`src/rtl/div_nr_seq_if.sv`:
```
// Handshake and operand/result bundle between a controller and the
// sequential divider.
interface div_nr_seq_if #(
  parameter int WIDTH = 8
);
  logic             start;
  logic             signed_mode;
  logic [WIDTH-1:0] dividend;
  logic [WIDTH-1:0] divisor;
  logic             busy;
  logic             done;
  logic [WIDTH-1:0] quotient;
  logic [WIDTH-1:0] remainder;
  logic             div_by_zero;
  logic             overflow;

  modport master (
    output start, signed_mode, dividend, divisor,
    input  busy, done, quotient, remainder, div_by_zero, overflow
  );

  modport slave (
    input  start, signed_mode, dividend, divisor,
    output busy, done, quotient, remainder, div_by_zero, overflow
  );
endinterface

```
`src/rtl/div_nr_seq.sv`:
```
// Sequential non-restoring divider working on operand magnitudes, one
// quotient bit per cycle, with signed/unsigned mode and fixed latency.
module div_nr_seq #(
  parameter int WIDTH = 8,
  parameter int CNT_W = $clog2(WIDTH + 1)
) (
  input  logic         clk,
  input  logic         reset_n,
  div_nr_seq_if.slave  bus
);
  typedef enum logic [1:0] {IDLE, LOAD, CALC, FIX} state_t;

  localparam logic [WIDTH-1:0] ZERO    = '0;
  localparam logic [WIDTH-1:0] ONES    = '1;
  localparam logic [WIDTH-1:0] MOST_NEG = {1'b1, {(WIDTH-1){1'b0}}};

  state_t           state_reg, state_next;
  logic [WIDTH:0]   p_reg;
  logic [WIDTH-1:0] q_reg;
  logic [CNT_W-1:0] cnt_reg;
  logic [WIDTH-1:0] a_mag_reg, b_mag_reg, a_raw_reg;
  logic             q_neg_reg, r_neg_reg, dz_reg, ov_reg;
  logic [WIDTH-1:0] quot_reg, rem_reg;
  logic             dz_out_reg, ov_out_reg, done_reg;
  logic             busy;

  logic             a_neg, b_neg;
  logic [WIDTH-1:0] a_mag, b_mag;
  logic [WIDTH:0]   p_shift, b_ext, p_new;
  logic [WIDTH-1:0] r_mag, q_final, r_final;

  // Magnitude of the most negative value wraps onto itself and is read unsigned.
  assign a_neg = bus.signed_mode & bus.dividend[WIDTH-1];
  assign b_neg = bus.signed_mode & bus.divisor[WIDTH-1];
  assign a_mag = a_neg ? (ZERO - bus.dividend) : bus.dividend;
  assign b_mag = b_neg ? (ZERO - bus.divisor) : bus.divisor;

  assign b_ext   = {1'b0, b_mag_reg};
  assign p_shift = {p_reg[WIDTH-1:0], q_reg[WIDTH-1]};
  assign p_new   = p_reg[WIDTH] ? (p_shift + b_ext) : (p_shift - b_ext);

  // P lies in [-D, D), so the restored remainder fits in WIDTH bits.
  assign r_mag   = p_reg[WIDTH] ? (p_reg[WIDTH-1:0] + b_mag_reg) : p_reg[WIDTH-1:0];
  assign q_final = q_neg_reg ? (ZERO - q_reg) : q_reg;
  assign r_final = r_neg_reg ? (ZERO - r_mag) : r_mag;

  always_ff @(posedge clk or negedge reset_n) begin
    if (!reset_n) state_reg <= IDLE;
    else          state_reg <= state_next;
  end

  always_comb begin
    state_next = state_reg;
    case (state_reg)
      IDLE: if (bus.start) state_next = LOAD;
      LOAD: state_next = CALC;
      CALC: if (cnt_reg == CNT_W'(1)) state_next = FIX;
      FIX:  state_next = IDLE;
      default: state_next = IDLE;
    endcase
  end

  always_comb begin
    busy = (state_reg != IDLE);
  end

  always_ff @(posedge clk or negedge reset_n) begin
    if (!reset_n) begin
      p_reg      <= '0;
      q_reg      <= '0;
      cnt_reg    <= '0;
      a_mag_reg  <= '0;
      b_mag_reg  <= '0;
      a_raw_reg  <= '0;
      q_neg_reg  <= 1'b0;
      r_neg_reg  <= 1'b0;
      dz_reg     <= 1'b0;
      ov_reg     <= 1'b0;
      quot_reg   <= '0;
      rem_reg    <= '0;
      dz_out_reg <= 1'b0;
      ov_out_reg <= 1'b0;
      done_reg   <= 1'b0;
    end else begin
      done_reg <= 1'b0;
      case (state_reg)
        IDLE: if (bus.start) begin
          a_mag_reg  <= a_mag;
          b_mag_reg  <= b_mag;
          a_raw_reg  <= bus.dividend;
          q_neg_reg  <= a_neg ^ b_neg;
          r_neg_reg  <= a_neg;
          dz_reg     <= (bus.divisor == ZERO);
          ov_reg     <= bus.signed_mode && (bus.dividend == MOST_NEG) && (bus.divisor == ONES);
          dz_out_reg <= 1'b0;
          ov_out_reg <= 1'b0;
        end
        LOAD: begin
          p_reg   <= '0;
          q_reg   <= a_mag_reg;
          cnt_reg <= CNT_W'(WIDTH);
        end
        CALC: begin
          p_reg   <= p_new;
          q_reg   <= {q_reg[WIDTH-2:0], ~p_new[WIDTH]};
          cnt_reg <= cnt_reg - CNT_W'(1);
        end
        FIX: begin
          done_reg   <= 1'b1;
          dz_out_reg <= dz_reg;
          ov_out_reg <= ov_reg;
          if (dz_reg) begin
            quot_reg <= ONES;
            rem_reg  <= a_raw_reg;
          end else if (ov_reg) begin
            quot_reg <= a_raw_reg;
            rem_reg  <= ZERO;
          end else begin
            quot_reg <= q_final;
            rem_reg  <= r_final;
          end
        end
        default: ;
      endcase
    end
  end

  assign bus.busy        = busy;
  assign bus.done        = done_reg;
  assign bus.quotient    = quot_reg;
  assign bus.remainder   = rem_reg;
  assign bus.div_by_zero = dz_out_reg;
  assign bus.overflow    = ov_out_reg;
endmodule
```
`src/flat_wrapper.sv`:
```
// flat-port wrapper written by rule: the top's interface ports become plain ports
module div_nr_seq_flat 
#(
  parameter int WIDTH = 8,
  parameter int CNT_W = $clog2(WIDTH + 1)
)
  (clk, reset_n, bus_start, bus_signed_mode, bus_dividend, bus_divisor, bus_busy, bus_done, bus_quotient, bus_remainder, bus_div_by_zero, bus_overflow);
  div_nr_seq_if #(.WIDTH(WIDTH)) bus_i ();
  input  logic clk;
  input  logic reset_n;
  input wire logic [$bits(bus_i.start)-1:0] bus_start;
  input wire logic [$bits(bus_i.signed_mode)-1:0] bus_signed_mode;
  input wire logic [$bits(bus_i.dividend)-1:0] bus_dividend;
  input wire logic [$bits(bus_i.divisor)-1:0] bus_divisor;
  output wire logic [$bits(bus_i.busy)-1:0] bus_busy;
  output wire logic [$bits(bus_i.done)-1:0] bus_done;
  output wire logic [$bits(bus_i.quotient)-1:0] bus_quotient;
  output wire logic [$bits(bus_i.remainder)-1:0] bus_remainder;
  output wire logic [$bits(bus_i.div_by_zero)-1:0] bus_div_by_zero;
  output wire logic [$bits(bus_i.overflow)-1:0] bus_overflow;
  assign bus_i.start = bus_start;
  assign bus_i.signed_mode = bus_signed_mode;
  assign bus_i.dividend = bus_dividend;
  assign bus_i.divisor = bus_divisor;
  assign bus_busy = bus_i.busy;
  assign bus_done = bus_i.done;
  assign bus_quotient = bus_i.quotient;
  assign bus_remainder = bus_i.remainder;
  assign bus_div_by_zero = bus_i.div_by_zero;
  assign bus_overflow = bus_i.overflow;
  div_nr_seq #(.WIDTH(WIDTH), .CNT_W(CNT_W)) u_core (.clk(clk), .reset_n(reset_n), .bus(bus_i));
endmodule
```
`config.mk`:
```
export PLATFORM = sky130hd
export DESIGN_NAME = div_nr_seq_flat
export DESIGN_NICKNAME = d
export VERILOG_FILES = /design/src/rtl/div_nr_seq_if.sv /design/src/rtl/div_nr_seq.sv /design/src/flat_wrapper.sv
export SDC_FILE = /design/constraint.sdc
export NUM_CORES = 1
export LEC_CHECK = 0
export CAP_MARGIN = 25
export CORE_MARGIN = 3
export CORE_UTILIZATION = 40
export DETAILED_ROUTE_END_ITERATION = 8
export SETUP_SLACK_MARGIN = 0.15
export SLEW_MARGIN = 20
export SYNTH_ARGS = -nofsm -noshare
export SYNTH_HDL_FRONTEND = slang
export SYNTH_SLANG_ARGS = --single-unit
```
`constraint.sdc`:
```
create_clock -name clk -period 9.4 [get_ports clk]
set_input_delay 1.41 -clock clk [delete_from_list [all_inputs] [get_ports clk]]
set_output_delay 1.41 -clock clk [all_outputs]
set_load 0.02 [all_outputs]
```
==> results.sh <==
export IMPL_synth_area_top_cells="dfrtp_1 (39%), ha_1 (7.4%), nor2_1 (5.2%)"
export IMPL_yosysUniqueCellTypes=53
export IMPL_multi_input_area_mm2=0.002509
export IMPL_nFillCells=1009
export IMPL_die_h_um=111.1
export IMPL_finalSetupViolCount=0
export IMPL_clockBufferDepth=2
export IMPL_syn_to_final_growth_pct=15.04
export IMPL_vias_per_cell=5.256
export IMPL_drv_slew=0
export IMPL_cts_root_buf="clkbuf_8"
export IMPL_fin_crit_sh_pct=35.18
export IMPL_synthCells=496
export IMPL_p_switching_uw=793.1
export IMPL_maxCapViolations=0
export IMPL_cts_tree="done"
export IMPL_start_util_pct=42.03
export IMPL_grt_pass1_wl_um=17550
export IMPL_vias=3495
export IMPL_drive_gt1_share_pct=6.238
export IMPL_numPortBuffers=39
export IMPL_dpl_worst_slack_ns=6.122
export IMPL_finClkSkew_ns=0.006878
export IMPL_slew_headroom_pct=37.75
export IMPL_core_area_mm2=0.01051
export IMPL_rsz0062_at_grt="false"
export IMPL_finalSetupTns_ns=0
export IMPL_critPathSlowestCell="dfrtp_1"
export IMPL_drt_iter0_markers=233
export IMPL_synth_top_area_share_pct=39.09
export IMPL_cellPowerDensity_mw_per_mm2=350.7
export IMPL_fin_crit_ns=3.307
export IMPL_seqPwrFrac_pct=31.8
export IMPL_required_ns=9.60
export IMPL_fp_row_count=37
export IMPL_setup_worst_path_start_class="register"
export IMPL_timing_final_ws_setup_ns=6.093
export IMPL_synth_flop_cell="dfrtp_1"
export IMPL_clk_pin_slew_ns=0.07
export IMPL_power_internal_uw=988.8
export IMPL_fp_dieW_um=111.1
export IMPL_nets=573
export IMPL_numCtsBuffers=9
export IMPL_worst_slew_pin_slew_ns=0.9338
export IMPL_p_leak_nw=2.183
export IMPL_hold_path_class="register to register"
export IMPL_irDropWorstVdd_mv=0.3106
export IMPL_route_detailed_drc=0
export IMPL_hold_violations=0
export IMPL_ys_seq_area_share_pct=39.09
export IMPL_postCtsHoldBufs=0
export IMPL_critPathMaxFanout=25
export IMPL_end_kind="register"
export IMPL_grt_max_degree=70
export IMPL_clkLatencyLatePin_ns=0.34
export IMPL_netlist_area_mm2=0.004417
export IMPL_status="complete, no violations"
export IMPL_drtAntennaViolNets=0
export IMPL_cts_htree_levels=3
export IMPL_synth_edf_count=0
export IMPL_max_freq_ghz=0.3024
export IMPL_grt_ovfl_total=0
export IMPL_crit_type="register to register"
export IMPL_finalWirelength_um=10230
export IMPL_cts_setup_buffers=0
export IMPL_syn_area_per_cell_um2=8.905
export IMPL_cts_resized=0
export IMPL_yosysWarnings=0
export IMPL_critPathArrivalTime_ns=3.51
export IMPL_ys_ff_latch=69
export IMPL_place_gp_congestion=0.8593
export IMPL_hpwlAfterDp_um=7572
export IMPL_ios=40
export IMPL_syn_nets=544
export IMPL_worstPathCellList="mux2_2 -> fa_1 -> a21o_1 -> a21oi_1 -> o21bai_1 -> a2111oi_0 -> nor2_1 -> mux2i_1 -> o211ai_1"
export IMPL_yosysTopAreaCell="dfrtp_1"
export IMPL_antenna_found_initial=0
export IMPL_dieArea_mm2=0.01234
export IMPL_diodes=0
export IMPL_max_stage_delay_ns=0.86
export IMPL_regArea_mm2=0.001727
export IMPL_yosysMostFrequentCell="dfrtp_1"
export IMPL_async_reset_ff_share_pct=100.0
export IMPL_clock_sinks=69
export IMPL_grt_pass1_vias=3436
export IMPL_dr_pass1_iters=5
export IMPL_track_usage_pct=17.33
export IMPL_power_frac_comb_pct=55.6
export IMPL_largest_reg_flops=9
export IMPL_sw_frac_of_total_pct=44.51
export IMPL_power_frac_clock_pct=12.6
export IMPL_ys_top_cells_by_count="dfrtp_1 (69), nor2_1 (61), nand2_1 (49), o21ai_0 (42), a21oi_1 (34)"
export IMPL_avgRoutedWirePerCell_um=15.38
==> path summary, 6_finish.rpt <==
| kind | slack, ns | endpoint | start | cells after the start |
|---|---|---|---|---|
| setup / recovery | 6.09 | u_core.q_reg[0] | u_core.p_reg[8] | 9 |
| max in group asynchronous | 7.52 | u_core.b_mag_reg[5] | reset_n | 2 |
| hold / removal | 0.48 | u_core.bus.remainder[0] | u_core.bus.remainder[0] | 1 |
| hold reg to reg | 0.48 | u_core.bus.remainder[0] | u_core.bus.remainder[0] | 1 |
| min in group asynchronous | 1.26 | u_core.cnt_reg[1] | reset_n | 2 |
| setup reg to reg | 6.09 | u_core.q_reg[0] | u_core.p_reg[8] | 9 |
==> through the flow <==
step	utilization, %	std cells	area [µm²]	power (mW)	hold WS [ns]
global placement	46.64	650	4901	1.543	0.4678
CTS	48.33	665	5079	1.799	0.4879
detailed placement	46.64	650	4901	1.568	0.4710
floorplan	-	496	4417	1.281	0.4492
global route	48.35	665	5081	1.950	0.5129
finish	48.35	665	5081	1.782	0.4802
==> logic make-up after synthesis <==
| group | share of synthesized area (%) |
|---|---|
| AOI/OAI and AO/OA | 19.49 |
| muxes | 6.119 |
| xor gates and xnor gates | 7.535 |
| and+or+nand+nor | 15.33 |
| DFF | 39.09 |
| buffers and inverters | 4.164 |
| adders and majority gates | 8.272 |
==> cell usage in the layout (no fill, tap or decap), types with 12 or more instances in the layout <==
cell and instances:
a21oi_1 34, clkdlybuf4s50_1 38, inv_1 24, ha_1 25
dfrtp_1 69, xnor2_1 23, nand2_1 49, nor2_1 61
mux2i_1 18, xor2_1 15, clkbuf_8 12, o21ai_0 42
==> per-layer routing <==
| layer | global-route usage [%] | part of all wire, % | routed length, µm | vias to the layer above |
|---|---|---|---|---|
| li1 | - | - | - | 1793 |
| met1 | 25.24 | 49 | 5056 | 1627 |
| met2 | 26.54 | 44 | 4518 | 67 |
| met3 | 3.548 | 5.4 | 551 | 8 |
| met4 | 4.136 | 1.0 | 104 | 0 |
| met5 | 0 | 0 | 0 | - |
==> layout make-up <==
type	instances	share of cell area (%)
inverter	24	1.773
clock buffer	14	3.398
timing repair buffer	42	8.028
tap	136	3.349
multi-input combinational	379	49.37
sequential	69	33.98
clock inverter	1	0.09850
==> critical path, delay by kind of cell (launching register included) <==
kind	cells	cell delay, ns
fa+ha+maj	1	0.44
simple gates	1	0.15
mux	2	0.62
flops	1	0.86
compound gates	5	1.07
==> power by group through the flow <==
| stage | Sequential (mW) | Combinational [mW] | Clock, mW |
|---|---|---|---|
| after floorplan | 0.560 | 0.721 | 0 |
| after global placement | 0.567 | 0.976 | 0 |
| after detailed placement | 0.571 | 0.997 | 0 |
| after CTS | 0.566 | 1.00 | 0.232 |
| after global routing | 0.590 | 1.12 | 0.243 |
| final | 0.567 | 0.990 | 0.224 |
No activity file was read; power rests on OpenSTA's default activity.
